<file path="src/rtl/mem_loader.sv">
// Stream-to-SRAM loader: parses MAGIC/ADDR/COUNT/DATA frames from a byte stream
// and issues one bus write per received little-endian word.
//
// state   | meaning
// S_IDLE  | waiting for MAGIC, other bytes dropped
// S_ADDR  | collecting 4 address bytes
// S_COUNT | collecting 4 word-count bytes
// S_DATA  | collecting 4 bytes of the next data word
// S_WRITE | one-cycle bus write (suppressed when out of range)
// S_DONE  | one-cycle completion pulse
module mem_loader #(
  parameter logic [7:0]  MAGIC      = 8'hA5,
  parameter int unsigned ADDR_LIMIT = 65536,
  parameter int unsigned TIMEOUT    = 100000
) (
  input  logic        clk,
  input  logic        rst,
  input  logic [7:0]  in_data,
  input  logic        in_valid,
  output logic        in_ready,
  output logic [31:0] bus_addr,
  output logic [31:0] bus_data,
  output logic        bus_we,
  output logic        busy,
  output logic        done,
  output logic        error,
  output logic [31:0] checksum
);

  localparam int          TW       = $clog2(TIMEOUT + 1);
  localparam logic [31:0] LP_LIMIT = 32'(ADDR_LIMIT);

  typedef enum logic [2:0] {
    S_IDLE, S_ADDR, S_COUNT, S_DATA, S_WRITE, S_DONE
  } state_t;

  state_t      r_state;
  state_t      w_next;
  logic [31:0] r_addr;
  logic [31:0] r_rem;
  logic [31:0] r_word;
  logic [31:0] r_bus_addr;
  logic [31:0] r_bus_data;
  logic [31:0] r_checksum;
  logic [1:0]  r_bcnt;
  logic [TW-1:0] r_tmo;
  logic        r_error;

  logic        w_accept;
  logic        w_last_byte;
  logic        w_counting;
  logic        w_tmo_hit;
  logic        w_in_range;
  logic [31:0] w_shift_addr;
  logic [31:0] w_shift_rem;
  logic [31:0] w_shift_word;

  // Bytes shift in from the top so the first byte ends up in bits [7:0].
  assign w_shift_addr = {in_data, r_addr[31:8]};
  assign w_shift_rem  = {in_data, r_rem[31:8]};
  assign w_shift_word = {in_data, r_word[31:8]};

  assign w_accept    = in_valid & in_ready;
  assign w_last_byte = w_accept & (r_bcnt == 2'd3);
  assign w_counting  = (r_state == S_ADDR) | (r_state == S_COUNT) | (r_state == S_DATA);
  assign w_tmo_hit   = w_counting & ~w_accept & (r_tmo == TW'(1));
  assign w_in_range  = r_addr < LP_LIMIT;

  always_ff @(posedge clk or negedge rst) begin
    if (!rst) r_state <= S_IDLE;
    else      r_state <= w_next;
  end

  always_comb begin
    w_next = r_state;
    case (r_state)
      S_IDLE:  if (w_accept && in_data == MAGIC) w_next = S_ADDR;
      S_ADDR: begin
        if (w_tmo_hit)        w_next = S_IDLE;
        else if (w_last_byte) w_next = S_COUNT;
      end
      S_COUNT: begin
        if (w_tmo_hit)        w_next = S_IDLE;
        else if (w_last_byte) w_next = (w_shift_rem == 32'd0) ? S_DONE : S_DATA;
      end
      S_DATA: begin
        if (w_tmo_hit)        w_next = S_IDLE;
        else if (w_last_byte) w_next = S_WRITE;
      end
      S_WRITE: w_next = (r_rem == 32'd1) ? S_DONE : S_DATA;
      S_DONE:  w_next = S_IDLE;
      default: w_next = S_IDLE;
    endcase
  end

  always_comb begin
    in_ready = 1'b1;
    busy     = 1'b0;
    done     = 1'b0;
    bus_we   = 1'b0;
    case (r_state)
      S_ADDR, S_COUNT, S_DATA: busy = 1'b1;
      S_WRITE: begin
        in_ready = 1'b0;
        busy     = 1'b1;
        bus_we   = w_in_range;
      end
      S_DONE: begin
        in_ready = 1'b0;
        done     = 1'b1;
      end
      default: ;
    endcase
  end

  always_ff @(posedge clk or negedge rst) begin
    if (!rst) begin
      r_addr     <= '0;
      r_rem      <= '0;
      r_word     <= '0;
      r_bus_addr <= '0;
      r_bus_data <= '0;
      r_checksum <= '0;
      r_bcnt     <= '0;
      r_tmo      <= TW'(TIMEOUT);
      r_error    <= 1'b0;
    end else begin
      if (!w_counting || w_tmo_hit) r_bcnt <= '0;
      else if (w_accept)            r_bcnt <= r_bcnt + 2'd1;

      if (!w_counting || w_accept) r_tmo <= TW'(TIMEOUT);
      else                         r_tmo <= r_tmo - TW'(1);

      if (w_tmo_hit) r_error <= 1'b1;

      case (r_state)
        S_IDLE: begin
          if (w_accept && in_data == MAGIC) begin
            r_error    <= 1'b0;
            r_checksum <= '0;
          end
        end
        S_ADDR:  if (w_accept) r_addr <= w_shift_addr;
        S_COUNT: if (w_accept) r_rem  <= w_shift_rem;
        S_DATA: begin
          if (w_accept) r_word <= w_shift_word;
          // Bus registers load one edge early so they are stable during WRITE.
          if (w_last_byte) begin
            r_checksum <= r_checksum ^ w_shift_word;
            r_bus_addr <= r_addr;
            r_bus_data <= w_shift_word;
          end
        end
        S_WRITE: begin
          r_addr <= r_addr + 32'd1;
          r_rem  <= r_rem - 32'd1;
          if (!w_in_range) r_error <= 1'b1;
        end
        default: ;
      endcase
    end
  end

  assign bus_addr = r_bus_addr;
  assign bus_data = r_bus_data;
  assign error    = r_error;
  assign checksum = r_checksum;

endmodule

</file>
<file path="config.mk">
export PLATFORM = sky130hd
export DESIGN_NAME = mem_loader
export DESIGN_NICKNAME = d
export VERILOG_FILES = /design/src/rtl/mem_loader.sv
export SDC_FILE = /design/constraint.sdc
export NUM_CORES = 1
export LEC_CHECK = 0
export ABC_AREA = 1
export BUFFER_PORTS_ARGS = -buffer_cell sky130_fd_sc_hd__buf_4
export CORE_ASPECT_RATIO = 2
export CORE_MARGIN = 8
export CORE_UTILIZATION = 40
export CTS_CLUSTER_SIZE = 24
export DETAILED_ROUTE_END_ITERATION = 10
export GPL_TIMING_DRIVEN = 1
export PLACE_DENSITY = 0.62
export SLEW_MARGIN = 5
export SYNTH_ARGS = -nofsm -noshare
export SYNTH_HDL_FRONTEND = slang
export SYNTH_SLANG_ARGS = --single-unit
</file>
<file path="constraint.sdc">
create_clock -name clk -period 1.52 [get_ports clk]
set_input_delay 0.076 -clock clk [delete_from_list [all_inputs] [get_ports clk]]
set_output_delay 0.076 -clock clk [all_outputs]
set_load 0.005 [all_outputs]
</file>
==> flow_results.xml <==
<?xml version="1.0" encoding="UTF-8"?>
<metrics>
  <group name="cts">
    <metric name="cts-buffers-inserted" unit="">21</metric>
    <metric name="max-clock-path-buffers" unit="">3</metric>
    <metric name="cts_tree" unit="">built</metric>
    <metric name="cts.sink_count" unit="">207</metric>
    <metric name="clk_pin_slew" unit="ns">0.06</metric>
    <metric name="clock_root_cell" unit="">sky130_fd_sc_hd__clkbuf_16</metric>
    <metric name="cts.htree.levels" unit="">1</metric>
    <metric name="worstSkewPairLatency" unit="ns">0.52</metric>
  </group>
  <group name="timing">
    <metric name="rsz0062_at_grt" unit="">true</metric>
    <metric name="fin_skew" unit="ns">0.01553</metric>
    <metric name="finalMaxSlewViolations" unit="">0</metric>
    <metric name="final.setup.worst_slack" unit="ns">-0.3134</metric>
    <metric name="achievable-frequency" unit="GHz">0.5454</metric>
    <metric name="worst_slew_margin_rel" unit="">0.7209</metric>
    <metric name="setup_violations" unit="">155</metric>
    <metric name="final_hold_viol_count" unit="">0</metric>
    <metric name="timing_worst_slew_pin_value" unit="ns">0.4186</metric>
    <metric name="period_share" unit="">1.206</metric>
    <metric name="min_hold_slack" unit="ns">0.09883</metric>
    <metric name="post-route-min-period" unit="ns">1.833</metric>
  </group>
  <group name="route">
    <metric name="drc_errors" unit="">0</metric>
    <metric name="first_pass_iters" unit="">7</metric>
    <metric name="routedWlPerCell" unit="um">19.86</metric>
    <metric name="ant_nets" unit="">0</metric>
    <metric name="routed-via-count" unit="">11320</metric>
    <metric name="first_iter_violations" unit="">857</metric>
    <metric name="detail_route.vias_per_cell" unit="">5.459</metric>
    <metric name="routed_wirelength" unit="um">41160</metric>
  </group>
  <group name="layout">
    <metric name="layout-drive-gt1-share" unit="">0.4696</metric>
    <metric name="ff_latch_area" unit="um2">5200</metric>
    <metric name="finalCoreUtilization" unit="">0.6707</metric>
    <metric name="design.final.nets" unit="">1731</metric>
    <metric name="fill_cells" unit="">1915</metric>
    <metric name="multi_input_area" unit="um2">6384</metric>
    <metric name="final_design_area_no_fill" unit="um2">17480</metric>
    <metric name="antenna_cells" unit="">0</metric>
    <metric name="layout_overhead_on_the_synthesized_area" unit="%">66.80</metric>
    <metric name="stdcell_count" unit="">2073</metric>
  </group>
  <group name="status">
    <metric name="status" unit="">complete, but fails checks</metric>
    <metric name="failed_checks" unit="">setup timing</metric>
  </group>
  <group name="grt">
    <metric name="grt_pass1_vias" unit="">11220</metric>
    <metric name="number_of_antenna_violations_at_the_first_check_in_global_routing" unit="">0</metric>
    <metric name="grt-ovfl-total" unit="">0</metric>
    <metric name="grt_start_max_net_pins" unit="">49</metric>
    <metric name="grtUsageTotal" unit="">0.2364</metric>
    <metric name="grt_pass1_wl" unit="um">59600</metric>
  </group>
  <group name="critical_path">
    <metric name="critical_path.startpoint_type" unit="">flop</metric>
    <metric name="cpPeakStageDelay" unit="ns">0.43</metric>
    <metric name="setup.worst_path.end_class" unit="">flop</metric>
    <metric name="critPathArrivalTime" unit="ns">2.27</metric>
    <metric name="cp_common_cell" unit="">sky130_fd_sc_hd__buf_12</metric>
    <metric name="worst-setup-path-type" unit="">reg2reg</metric>
    <metric name="cp_cell_sequence" unit="">buf_6 &gt; inv_4 &gt; nand3_4 &gt; nor2_4 &gt; nand2_8 &gt; buf_12 &gt; clkinv_8 &gt; buf_12 &gt; buf_8 &gt; nand2_4 &gt; xor2_2 &gt; nor2_1</metric>
    <metric name="buffers_and_inverters_on_the_worst_path" unit="">6</metric>
    <metric name="rr_startpoint" unit="">r_state[2]$_DFFE_PN0P_</metric>
    <metric name="reg_to_reg_setup_timing_slack" unit="ns">-0.31</metric>
    <metric name="crit_path_top_delay_cell" unit="">sky130_fd_sc_hd__dfrtp_2</metric>
    <metric name="cp_max_fo" unit="">6</metric>
    <metric name="critical_path.reg2reg.endpoint" unit="">checksum[30]$_DFFE_PN0P_</metric>
    <metric name="worst_path_dominant_cell_family" unit="">buffers and inverters</metric>
    <metric name="critical_path_required" unit="ns">1.96</metric>
    <metric name="worstRegToRegCells" unit="">12</metric>
  </group>
  <group name="floorplanning">
    <metric name="io_pins" unit="">112</metric>
    <metric name="dieWidth" unit="um">130.5</metric>
    <metric name="row_count" unit="">84</metric>
    <metric name="floorplan.initialDensity" unit="">0.4021</metric>
    <metric name="die-area" unit="um2">31950</metric>
    <metric name="die_y" unit="um">244.9</metric>
    <metric name="fp.coreArea" unit="um2">26070</metric>
  </group>
  <group name="synth">
    <metric name="post_synth_inst_count" unit="">1333</metric>
    <metric name="synth_enable_flop_cells" unit="">0</metric>
    <metric name="mappedNetlistNets" unit="">1350</metric>
    <metric name="synth_area_leader_cell" unit="">sky130_fd_sc_hd__dfrtp_1</metric>
    <metric name="synthDominantCellAreaShare" unit="">0.4799</metric>
    <metric name="avgSynthCellArea" unit="um2">7.863</metric>
    <metric name="number_of_register_bits_inferred_by_synthesis" unit="">207</metric>
    <metric name="synth_cell_type_count" unit="">38</metric>
    <metric name="netlist_top_cells_count" unit="">sky130_fd_sc_hd__nand2_1, sky130_fd_sc_hd__dfrtp_1, sky130_fd_sc_hd__nor2_1</metric>
    <metric name="yosys_warnings" unit="">0</metric>
    <metric name="async_flop_share" unit="">1.000</metric>
    <metric name="synthMostInstantiatedCell" unit="">sky130_fd_sc_hd__nand2_1</metric>
    <metric name="sequential_element_share_of_the_synthesized_area" unit="">0.4949</metric>
    <metric name="yosys_most_used_dff" unit="">sky130_fd_sc_hd__dfrtp_1</metric>
    <metric name="synthesis.area" unit="um2">10480</metric>
    <metric name="synthTopCellsByArea" unit="">sky130_fd_sc_hd__dfrtp_1, sky130_fd_sc_hd__nand2_1, sky130_fd_sc_hd__nor2_1</metric>
  </group>
  <group name="job">
    <metric name="maxCapViolations" unit="">0</metric>
  </group>
  <group name="place">
    <metric name="gpl.final_weighted_congestion" unit="">0.9854</metric>
    <metric name="port_buffers" unit="">111</metric>
    <metric name="dpl-instance-area" unit="um2">13060</metric>
    <metric name="place.detailed.hpwl" unit="um">24170</metric>
    <metric name="placed_cells" unit="">1919</metric>
  </group>
  <group name="power_and_ir_drop">
    <metric name="power.density" unit="nW/um2">1601</metric>
    <metric name="ir_drop" unit="mV">1.015</metric>
    <metric name="leakagePower" unit="nW">8.044</metric>
    <metric name="total_power_after_layout" unit="mW">27.98</metric>
  </group>
  <group name="hold_path">
    <metric name="worst_hold_path_type" unit="">in2async</metric>
  </group>
</metrics>
[worst max path at each step]
stage                     depth (start not counted)                       end                   start
final                                            12  checksum[30]$_DFFE_PN0P_  r_state[2]$_DFFE_PN0P_
after global routing                              8                    bus_we  r_addr[17]$_DFFE_PN0P_
after CTS                                         8                    bus_we  r_addr[19]$_DFFE_PN0P_
after detailed placement                          7    r_addr[19]$_DFFE_PN0P_  r_addr[13]$_DFFE_PN0P_
after global placement                            9    r_addr[29]$_DFFE_PN0P_   r_addr[9]$_DFFE_PN0P_
after floorplan                                  10    r_addr[26]$_DFFE_PN0P_   r_addr[0]$_DFFE_PN0P_
[flip-flops by register name (all words and copies together), names as in the netlist, 3 cells and up]
name / cells
r_addr: 32
bus_data: 32
r_tmo: 17
r_state: 3
r_rem: 32
r_word: 24
bus_addr: 32
checksum: 32
[area by class of cell]
class / instances / share of cell area
clock buffers: 28 / 0.03385
clock inverters: 10 / 0.007729
inverters: 127 / 0.03042
multi-input cells: 948 / 0.3651
flip-flops and latches: 207 / 0.2974
well taps: 344 / 0.02462
repair buffers: 408 / 0.2402
repair inverters: 1 / 0.0006441
[per-stage QoR]
step                      setup TNS, ns  worst slack, ns
after floorplan                -0.01409         -0.01409
after global placement           -2.762          -0.1816
after detailed placement         -5.081          -0.1647
after CTS                        -8.289          -0.3478
after global routing             -29.36          -0.3796
final                            -20.55          -0.3134
[layer usage]
metal / routed length [um] / global-route usage / share of wire / up-vias
li1: - / - / - / 5159
met1: 15400 / 0.2848 / 0.37 / 5521
met4: 2102 / 0.1074 / 0.051 / 0
met3: 2584 / 0.02804 / 0.063 / 145
met2: 21070 / 0.4094 / 0.51 / 491
met5: 0 / 0 / 0 / -
[layout by cell type, fill, tap and decap left out, types with 40 or more instances in the layout]
master | synthesis | routed
sky130_fd_sc_hd__o21ai_1 | 20 | 47
sky130_fd_sc_hd__nand3_1 | 71 | 49
sky130_fd_sc_hd__nand2_1 | 346 | 253
sky130_fd_sc_hd__inv_1 | 119 | 97
sky130_fd_sc_hd__buf_6 | 2 | 55
sky130_fd_sc_hd__nand2_2 | 2 | 60
sky130_fd_sc_hd__nor2_2 | 4 | 40
sky130_fd_sc_hd__nor2_1 | 162 | 100
sky130_fd_sc_hd__buf_4 | 3 | 277
sky130_fd_sc_hd__dfrtp_1 | 201 | 191
[cell families after synthesis]
logic type | after synthesis | synth area share
AO/OA/AOI/OAI | 276 | 0.1533
adder cells (fa/ha/maj) | 6 | 0.007162
XOR/XNOR | 31 | 0.02590
AND/OR/NAND/NOR | 635 | 0.2489
flip-flops | 207 | 0.4949
buffers and inverters | 178 | 0.06983
[timing repair]
item / CTS / global route
gates resized for setup: 309 / 359
endpoints found under the setup margin: 113 / 201
pin swaps: 102 / 117
hold buffers: 9 / 0
buffers inserted: 55 / 48
endpoints found under the hold margin: 224 / 0
cloned: 22 / 9
[worst register-to-register path, delay by kind of cell (launching register included)]
family | cells | cell delay (ns)
and+or+nand+nor | 5 | 0.56
buffers and inverters | 6 | 0.62
DFF | 1 | 0.43
xor gates and xnor gates | 1 | 0.14
[power by group]
part	leakage (nW)	switching [mW]	internal (mW)
clock	0.358	2.30	3.27
combinational	4.98	7.02	6.13
sequential	2.71	1.99	7.27
Note: power is estimated with default switching activity, not from simulation.
